==> src/rtl/sprite_ctrl_pkg.sv <==
// Shared FSM encoding, config field selectors and power-on sprite defaults
// for the sprite motion scheduler.
package sprite_ctrl_pkg;

   typedef enum logic [1:0] {
      ST_IDLE   = 2'd0,
      ST_UPDATE = 2'd1,
      ST_DONE   = 2'd2
   } state_t;

   localparam logic [2:0] SEL_X     = 3'd0;
   localparam logic [2:0] SEL_Y     = 3'd1;
   localparam logic [2:0] SEL_X_MIN = 3'd2;
   localparam logic [2:0] SEL_X_MAX = 3'd3;
   localparam logic [2:0] SEL_SPEED = 3'd4;

   localparam logic [15:0] X_RST     = 16'd500;
   localparam logic [15:0] Y_RST     = 16'd150;
   localparam logic [15:0] X_MIN_RST = 16'd300;
   localparam logic [15:0] X_MAX_RST = 16'd1000;
   localparam logic [15:0] SPEED_RST = 16'd5;

endpackage

==> src/rtl/sprite_motion_step.sv <==
// One horizontal motion step: move by speed, clamp into [x_min, x_max],
// and bounce direction/flip at the limits.
module sprite_motion_step #(
   parameter int SPEED_W = 4
) (
   input  logic [15:0]        x,
   input  logic [15:0]        x_min,
   input  logic [15:0]        x_max,
   input  logic [SPEED_W-1:0] speed,
   input  logic               dir,
   input  logic               flip,
   output logic [15:0]        x_next,
   output logic               dir_next,
   output logic               flip_next
);

   logic [16:0] raw;

   always_comb begin
      raw       = dir ? ({1'b0, x} + 17'(speed)) : ({1'b0, x} - 17'(speed));
      x_next    = x;
      dir_next  = dir;
      flip_next = flip;
      if (x_min >= x_max) begin
         x_next = x_min;
      end else begin
         // bit 16 on a leftward step is a borrow, i.e. the sprite went below zero
         if (!dir && raw[16])
            x_next = x_min;
         else if (raw > {1'b0, x_max})
            x_next = x_max;
         else if (raw < {1'b0, x_min})
            x_next = x_min;
         else
            x_next = raw[15:0];

         if (dir && x_next >= x_max) begin
            dir_next  = 1'b0;
            flip_next = 1'b1;
         end else if (!dir && x_next <= x_min) begin
            dir_next  = 1'b1;
            flip_next = 1'b0;
         end
      end
   end

endmodule

==> src/rtl/sprite_motion_scheduler.sv <==
// Per-frame sprite mover: on each v_sync rising edge, steps every sprite once,
// one per clock, through a single shared step unit.
module sprite_motion_scheduler
   import sprite_ctrl_pkg::*;
#(
   parameter int NUM_SPRITES = 4,
   parameter int SPEED_W     = 4
) (
   input  logic                                                 i_clk,
   input  logic                                                 i_rst_n,
   input  logic                                                 i_v_sync,
   input  logic                                                 i_enable,
   input  logic                                                 i_cfg_we,
   input  logic [(NUM_SPRITES > 1 ? $clog2(NUM_SPRITES) : 1)-1:0] i_cfg_idx,
   input  logic [2:0]                                           i_cfg_sel,
   input  logic [15:0]                                          i_cfg_data,
   output logic [16*NUM_SPRITES-1:0]                            o_sprite_x,
   output logic [16*NUM_SPRITES-1:0]                            o_sprite_y,
   output logic [NUM_SPRITES-1:0]                               o_flip,
   output logic                                                 o_busy,
   output logic                                                 o_frame_done,
   output logic                                                 o_missed_frame,
   output logic [7:0]                                           o_frame_cnt
);

   localparam int IDX_W = (NUM_SPRITES > 1) ? $clog2(NUM_SPRITES) : 1;
   localparam logic [IDX_W-1:0] LAST_IDX = IDX_W'(NUM_SPRITES - 1);

   logic [NUM_SPRITES-1:0][15:0]        x_q, y_q, xmin_q, xmax_q;
   logic [NUM_SPRITES-1:0][SPEED_W-1:0] speed_q;
   logic [NUM_SPRITES-1:0]              dir_q, flip_q;

   state_t            state_q, state_d;
   logic [IDX_W-1:0]  idx_q, idx_d;
   logic              v_sync_q, armed_q, sync_edge;
   logic              busy_d, done_d, missed_d;
   logic [15:0]       step_x;
   logic              step_dir, step_flip;

   // armed_q masks the first cycle after reset so a v_sync already high is not an edge
   assign sync_edge = i_v_sync & ~v_sync_q & armed_q;

   always_comb begin
      state_d  = state_q;
      idx_d    = idx_q;
      done_d   = 1'b0;
      missed_d = 1'b0;
      case (state_q)
         ST_IDLE: begin
            if (sync_edge && i_enable) begin
               state_d = ST_UPDATE;
               idx_d   = '0;
            end
         end
         ST_UPDATE: begin
            if (idx_q == LAST_IDX) begin
               state_d = ST_DONE;
               done_d  = 1'b1;
            end else begin
               idx_d = idx_q + IDX_W'(1);
            end
         end
         ST_DONE: begin
            state_d = ST_IDLE;
            idx_d   = '0;
         end
         default: state_d = ST_IDLE;
      endcase
      if (sync_edge && state_q != ST_IDLE)
         missed_d = 1'b1;
      busy_d = (state_d != ST_IDLE);
   end

   always_ff @(posedge i_clk or negedge i_rst_n) begin
      if (!i_rst_n) begin
         state_q        <= ST_IDLE;
         idx_q          <= '0;
         v_sync_q       <= 1'b0;
         armed_q        <= 1'b0;
         o_busy         <= 1'b0;
         o_frame_done   <= 1'b0;
         o_missed_frame <= 1'b0;
         o_frame_cnt    <= 8'd0;
      end else begin
         state_q        <= state_d;
         idx_q          <= idx_d;
         v_sync_q       <= i_v_sync;
         armed_q        <= 1'b1;
         o_busy         <= busy_d;
         o_frame_done   <= done_d;
         o_missed_frame <= missed_d;
         if (done_d)
            o_frame_cnt <= o_frame_cnt + 8'd1;
      end
   end

   sprite_motion_step #(.SPEED_W(SPEED_W)) u_step (
      .x         (x_q[idx_q]),
      .x_min     (xmin_q[idx_q]),
      .x_max     (xmax_q[idx_q]),
      .speed     (speed_q[idx_q]),
      .dir       (dir_q[idx_q]),
      .flip      (flip_q[idx_q]),
      .x_next    (step_x),
      .dir_next  (step_dir),
      .flip_next (step_flip)
   );

   // config write is assigned after the step so a same-cycle write to a field wins
   always_ff @(posedge i_clk or negedge i_rst_n) begin
      if (!i_rst_n) begin
         for (int s = 0; s < NUM_SPRITES; s++) begin
            x_q[s]     <= X_RST;
            y_q[s]     <= Y_RST;
            xmin_q[s]  <= X_MIN_RST;
            xmax_q[s]  <= X_MAX_RST;
            speed_q[s] <= SPEED_W'(SPEED_RST);
            dir_q[s]   <= 1'b1;
            flip_q[s]  <= 1'b0;
         end
      end else begin
         for (int s = 0; s < NUM_SPRITES; s++) begin
            if (state_q == ST_UPDATE && idx_q == IDX_W'(s)) begin
               x_q[s]    <= step_x;
               dir_q[s]  <= step_dir;
               flip_q[s] <= step_flip;
            end
            if (i_cfg_we && i_cfg_idx == IDX_W'(s)) begin
               case (i_cfg_sel)
                  SEL_X:     x_q[s]     <= i_cfg_data;
                  SEL_Y:     y_q[s]     <= i_cfg_data;
                  SEL_X_MIN: xmin_q[s]  <= i_cfg_data;
                  SEL_X_MAX: xmax_q[s]  <= i_cfg_data;
                  SEL_SPEED: speed_q[s] <= i_cfg_data[SPEED_W-1:0];
                  default: ;
               endcase
            end
         end
      end
   end

   assign o_sprite_x = x_q;
   assign o_sprite_y = y_q;
   assign o_flip     = flip_q;

endmodule

==> config.mk <==
export PLATFORM = sky130hd
export DESIGN_NAME = sprite_motion_scheduler
export DESIGN_NICKNAME = d
export VERILOG_FILES = /design/src/rtl/sprite_ctrl_pkg.sv /design/src/rtl/sprite_motion_step.sv /design/src/rtl/sprite_motion_scheduler.sv
export SDC_FILE = /design/constraint.sdc
export NUM_CORES = 1
export LEC_CHECK = 0
export ABC_CLOCK_PERIOD_IN_PS = 17600
export BUFFER_PORTS_ARGS = -buffer_cell sky130_fd_sc_hd__buf_2
export CAP_MARGIN = 20
export CORE_MARGIN = 8
export CORE_UTILIZATION = 50
export CTS_CLUSTER_SIZE = 28
export DETAILED_ROUTE_END_ITERATION = 12
export HOLD_SLACK_MARGIN = 0.15
export PLACE_DENSITY = 0.81
export SYNTH_ARGS = -nofsm -noshare
export SYNTH_HDL_FRONTEND = slang
export SYNTH_HIERARCHICAL = 1
export SYNTH_SLANG_ARGS = --single-unit
==> constraint.sdc <==
create_clock -name i_clk -period 17.6 [get_ports i_clk]
set_clock_uncertainty 0.05 [all_clocks]
set_input_delay 2.64 -clock i_clk [delete_from_list [all_inputs] [get_ports i_clk]]
set_output_delay 2.64 -clock i_clk [all_outputs]
set_load 0.01 [all_outputs]
==> flow_metrics.env <==
export IMPL_run_status="finished, final reports clean"
export IMPL_grt_max_degree=177
export IMPL_synth_mux_area_fraction_pct=30.7
export IMPL_holdCritPathClass="reg -> reg"
export IMPL_synth_seq_cells=297
export IMPL_synth_top_area_share_pct=30.6
export IMPL_synth_ff_type="dfrtp_1"
export IMPL_ys_types=77
export IMPL_synth_xor_area_share_pct=0.992
export IMPL_vias_per_cell=5.90
export IMPL_die_w_um=199
export IMPL_cts_hold_buf=0
export IMPL_antenna_found_initial=0
export IMPL_vias=11100
export IMPL_synth_area_per_cell_um2=13.2
export IMPL_maxCapViolCount=0
export IMPL_clk_latency_ns=0.53
export IMPL_gp_congestion=0.886
export IMPL_crit_slowest_cell="buf_4"
export IMPL_critPathLaunchType="register"
export IMPL_synthArstFlopShare_pct=100
export IMPL_yosys_warnings=6
export IMPL_drcViolationCount=0
export IMPL_htreeDepth=2
export IMPL_nNetsFinal=1543
export IMPL_rows=67
export IMPL_tightest_slew_ns=1.04
export IMPL_seq_area_frac_synth_pct=45.0
export IMPL_clkTransAtPathRegs_ns=0.06
export IMPL_synth_compound_area_share_pct=6.68
export IMPL_wl_mm=43.2
export IMPL_endpoint_kind="register"
export IMPL_finish_utilization_pct=57.7
export IMPL_post_cts_setup_buffers=0
export IMPL_clk_path_buf_depth=3
export IMPL_place_hpwl_mm=31.2
export IMPL_cp_required_ns=17.95
export IMPL_rr_worst_depth=30
export IMPL_netlist_area_um2=16800
export IMPL_io_pins=169
export IMPL_tritoncts="built"
export IMPL_start_util_pct=50.4
export IMPL_synth_top_family_by_area="multiplexers"
export IMPL_slew_limit_headroom_pct=30.5
export IMPL_period_share_pct=54.4
export IMPL_drive_gt1_share_pct=52.1
export IMPL_die_height_um=199
export IMPL_cts_made_buffers=35
export IMPL_cts_sinks=297
export IMPL_rsz0062_at_grt="false"
export IMPL_area_growth_pct=14.3
export IMPL_syn_nets=1399
export IMPL_synth_edf_count=0
export IMPL_drt_iter0_drc=641
export IMPL_overflow=0
export IMPL_critPathMaxStageDelay_ns=0.73
export IMPL_synth_cells=1270
export IMPL_regArea_um2=7550
export IMPL_finalSetupTns_ns=0
export IMPL_layout_commonest_cell="mux2_2"
export IMPL_cp_data_arrival_time_ns=9.92
export IMPL_cts_resized=0
export IMPL_drt_first_pass_iters=5
export IMPL_finalHoldViolations=0
export IMPL_cp_max_fo=44
export IMPL_drtAntennaViolNets=0
export IMPL_root_buffer="clkbuf_16"
export IMPL_setup_violations=0
export IMPL_most_common_layout_cells="335 x mux2_2, 203 x dfrtp_1, 167 x buf_2"
export IMPL_post_drt_wl_per_cell_um=22.9
export IMPL_die_area_um2=39700
export IMPL_synth_top_area_cell="dfrtp_1"
export IMPL_coreArea_um2=33300
export IMPL_ys_top_cells_by_area="dfrtp_1 31%, mux2_2 22%, dfstp_2 14%, ha_1 7.6%, mux4_2 7.2%"
export IMPL_slew_violations=0
export IMPL_whs_path_depth=1
export IMPL_grt_pass1_wl_mm=68.5
export IMPL_antenna_cells=0
export IMPL_synth_fa_ha_area_share_pct=7.72
export IMPL_multi_input_area_um2=8700
export IMPL_path_class="reg -> reg"
export IMPL_grt_pass1_vias=12000
export IMPL_min_period_ns=9.57
export IMPL_synth_simple_area_share_pct=5.67
export IMPL_critPathMostFrequentCell="o21ai_0"
export IMPL_clock_fmax_mhz=105
export IMPL_track_usage_pct=22.0
export IMPL_fillers=2636
export IMPL_io_buffers=168
## routing by layer
layer	vias up	global-route usage (%)	share of wire (%)
li1	5051	-	-
met1	5759	29.1	44
met4	0	5.87	2.0
met3	62	3.32	4.4
met2	271	37.3	50
met5	-	0	0
## Yosys cell counts (4+ instances only)
| master | number |
|---|---|
| a211oi_1 | 10 |
| a21o_1 | 20 |
| a21oi_1 | 31 |
| a221o_1 | 5 |
| a221oi_1 | 6 |
| a22oi_1 | 11 |
| and3_1 | 4 |
| buf_1 | 4 |
| buf_2 | 25 |
| buf_4 | 4 |
| buf_6 | 5 |
| clkbuf_1 | 30 |
| dfrtp_1 | 205 |
| dfstp_2 | 92 |
| ha_1 | 102 |
| inv_1 | 52 |
| mux2_2 | 335 |
| mux2_4 | 10 |
| mux4_2 | 54 |
| nand2_1 | 44 |
| nand2_2 | 4 |
| nand2b_1 | 6 |
| nand3_1 | 6 |
| nand3b_2 | 4 |
| nand4_1 | 11 |
| nor2_1 | 27 |
| nor2b_1 | 11 |
| nor3_1 | 17 |
| o21a_1 | 10 |
| o21ai_0 | 34 |
| o22ai_1 | 9 |
| xnor2_1 | 14 |
| xor2_1 | 5 |
## metrics by stage
step / cell area, um2 / cells / hold WS (ns) / setup WS, ns
floorplan: 16800 / 1270 / 0.350 / 9.77
global placement: 17900 / 1825 / 0.356 / 8.29
detailed placement: 17900 / 1825 / 0.392 / 8.07
CTS: 19200 / 1889 / 0.400 / 8.01
global route: 19200 / 1889 / 0.404 / 7.46
finish: 19200 / 1889 / 0.399 / 8.03
## kinds of logic after synthesis
group | after synthesis
XOR/XNOR | 19
flip-flops | 297
buffers and inverters | 121
AND/OR/NAND/NOR | 163
multiplexers | 401
other | 1
adder cells (fa/ha/maj) | 103
AO/OA/AOI/OAI | 165
## area by class of cell
cell class | count | share of cell area (%)
clock buffers | 47 | 5.11
clock inverters | 17 | 1.46
inverters | 53 | 1.04
multi-input cells | 852 | 45.3
flip-flops and latches | 297 | 39.4
well taps | 448 | 2.92
repair buffers | 175 | 4.77
## worst paths after layout
check / startpoint / end / slack (ns)
min reg2reg: v_sync_q$_DFF_PN0_ / o_missed_frame$_DFF_PN0_ / 0.40
max: idx_q[0]$_DFFE_PN0P_ / o_flip[0]$_DFFE_PN0P_ / 8.03
min in group asynchronous: i_rst_n / o_sprite_y[51]$_DFFE_PN0P_ / 2.16
max reg2reg: idx_q[0]$_DFFE_PN0P_ / o_flip[0]$_DFFE_PN0P_ / 8.03
max in group asynchronous: i_rst_n / o_sprite_x[44]$_DFF_PN0_ / 13.86
min: v_sync_q$_DFF_PN0_ / o_missed_frame$_DFF_PN0_ / 0.40
## critical path: cells and delay by family (launching register included)
kind,cells,cell delay [ns]
AO/OA/AOI/OAI,18,4.42
adder cells (fa/ha/maj),4,1.28
buffers and inverters,1,0.73
flip-flops,1,0.66
multiplexers,3,1.20
AND/OR/NAND/NOR,4,1.09
## registers in the layout (all words and copies together) (netlist names), 2 cells and up
register	cells
o_sprite_y	64
xmax_q	64
xmin_q	64
idx_q	2
o_sprite_x	64
state_q	2
o_flip	4
o_frame_cnt	8
speed_q	16
dir_q	4
Power is not shown: default switching activity piles up to over one toggle a cycle in this logic, so the estimate is an artifact.
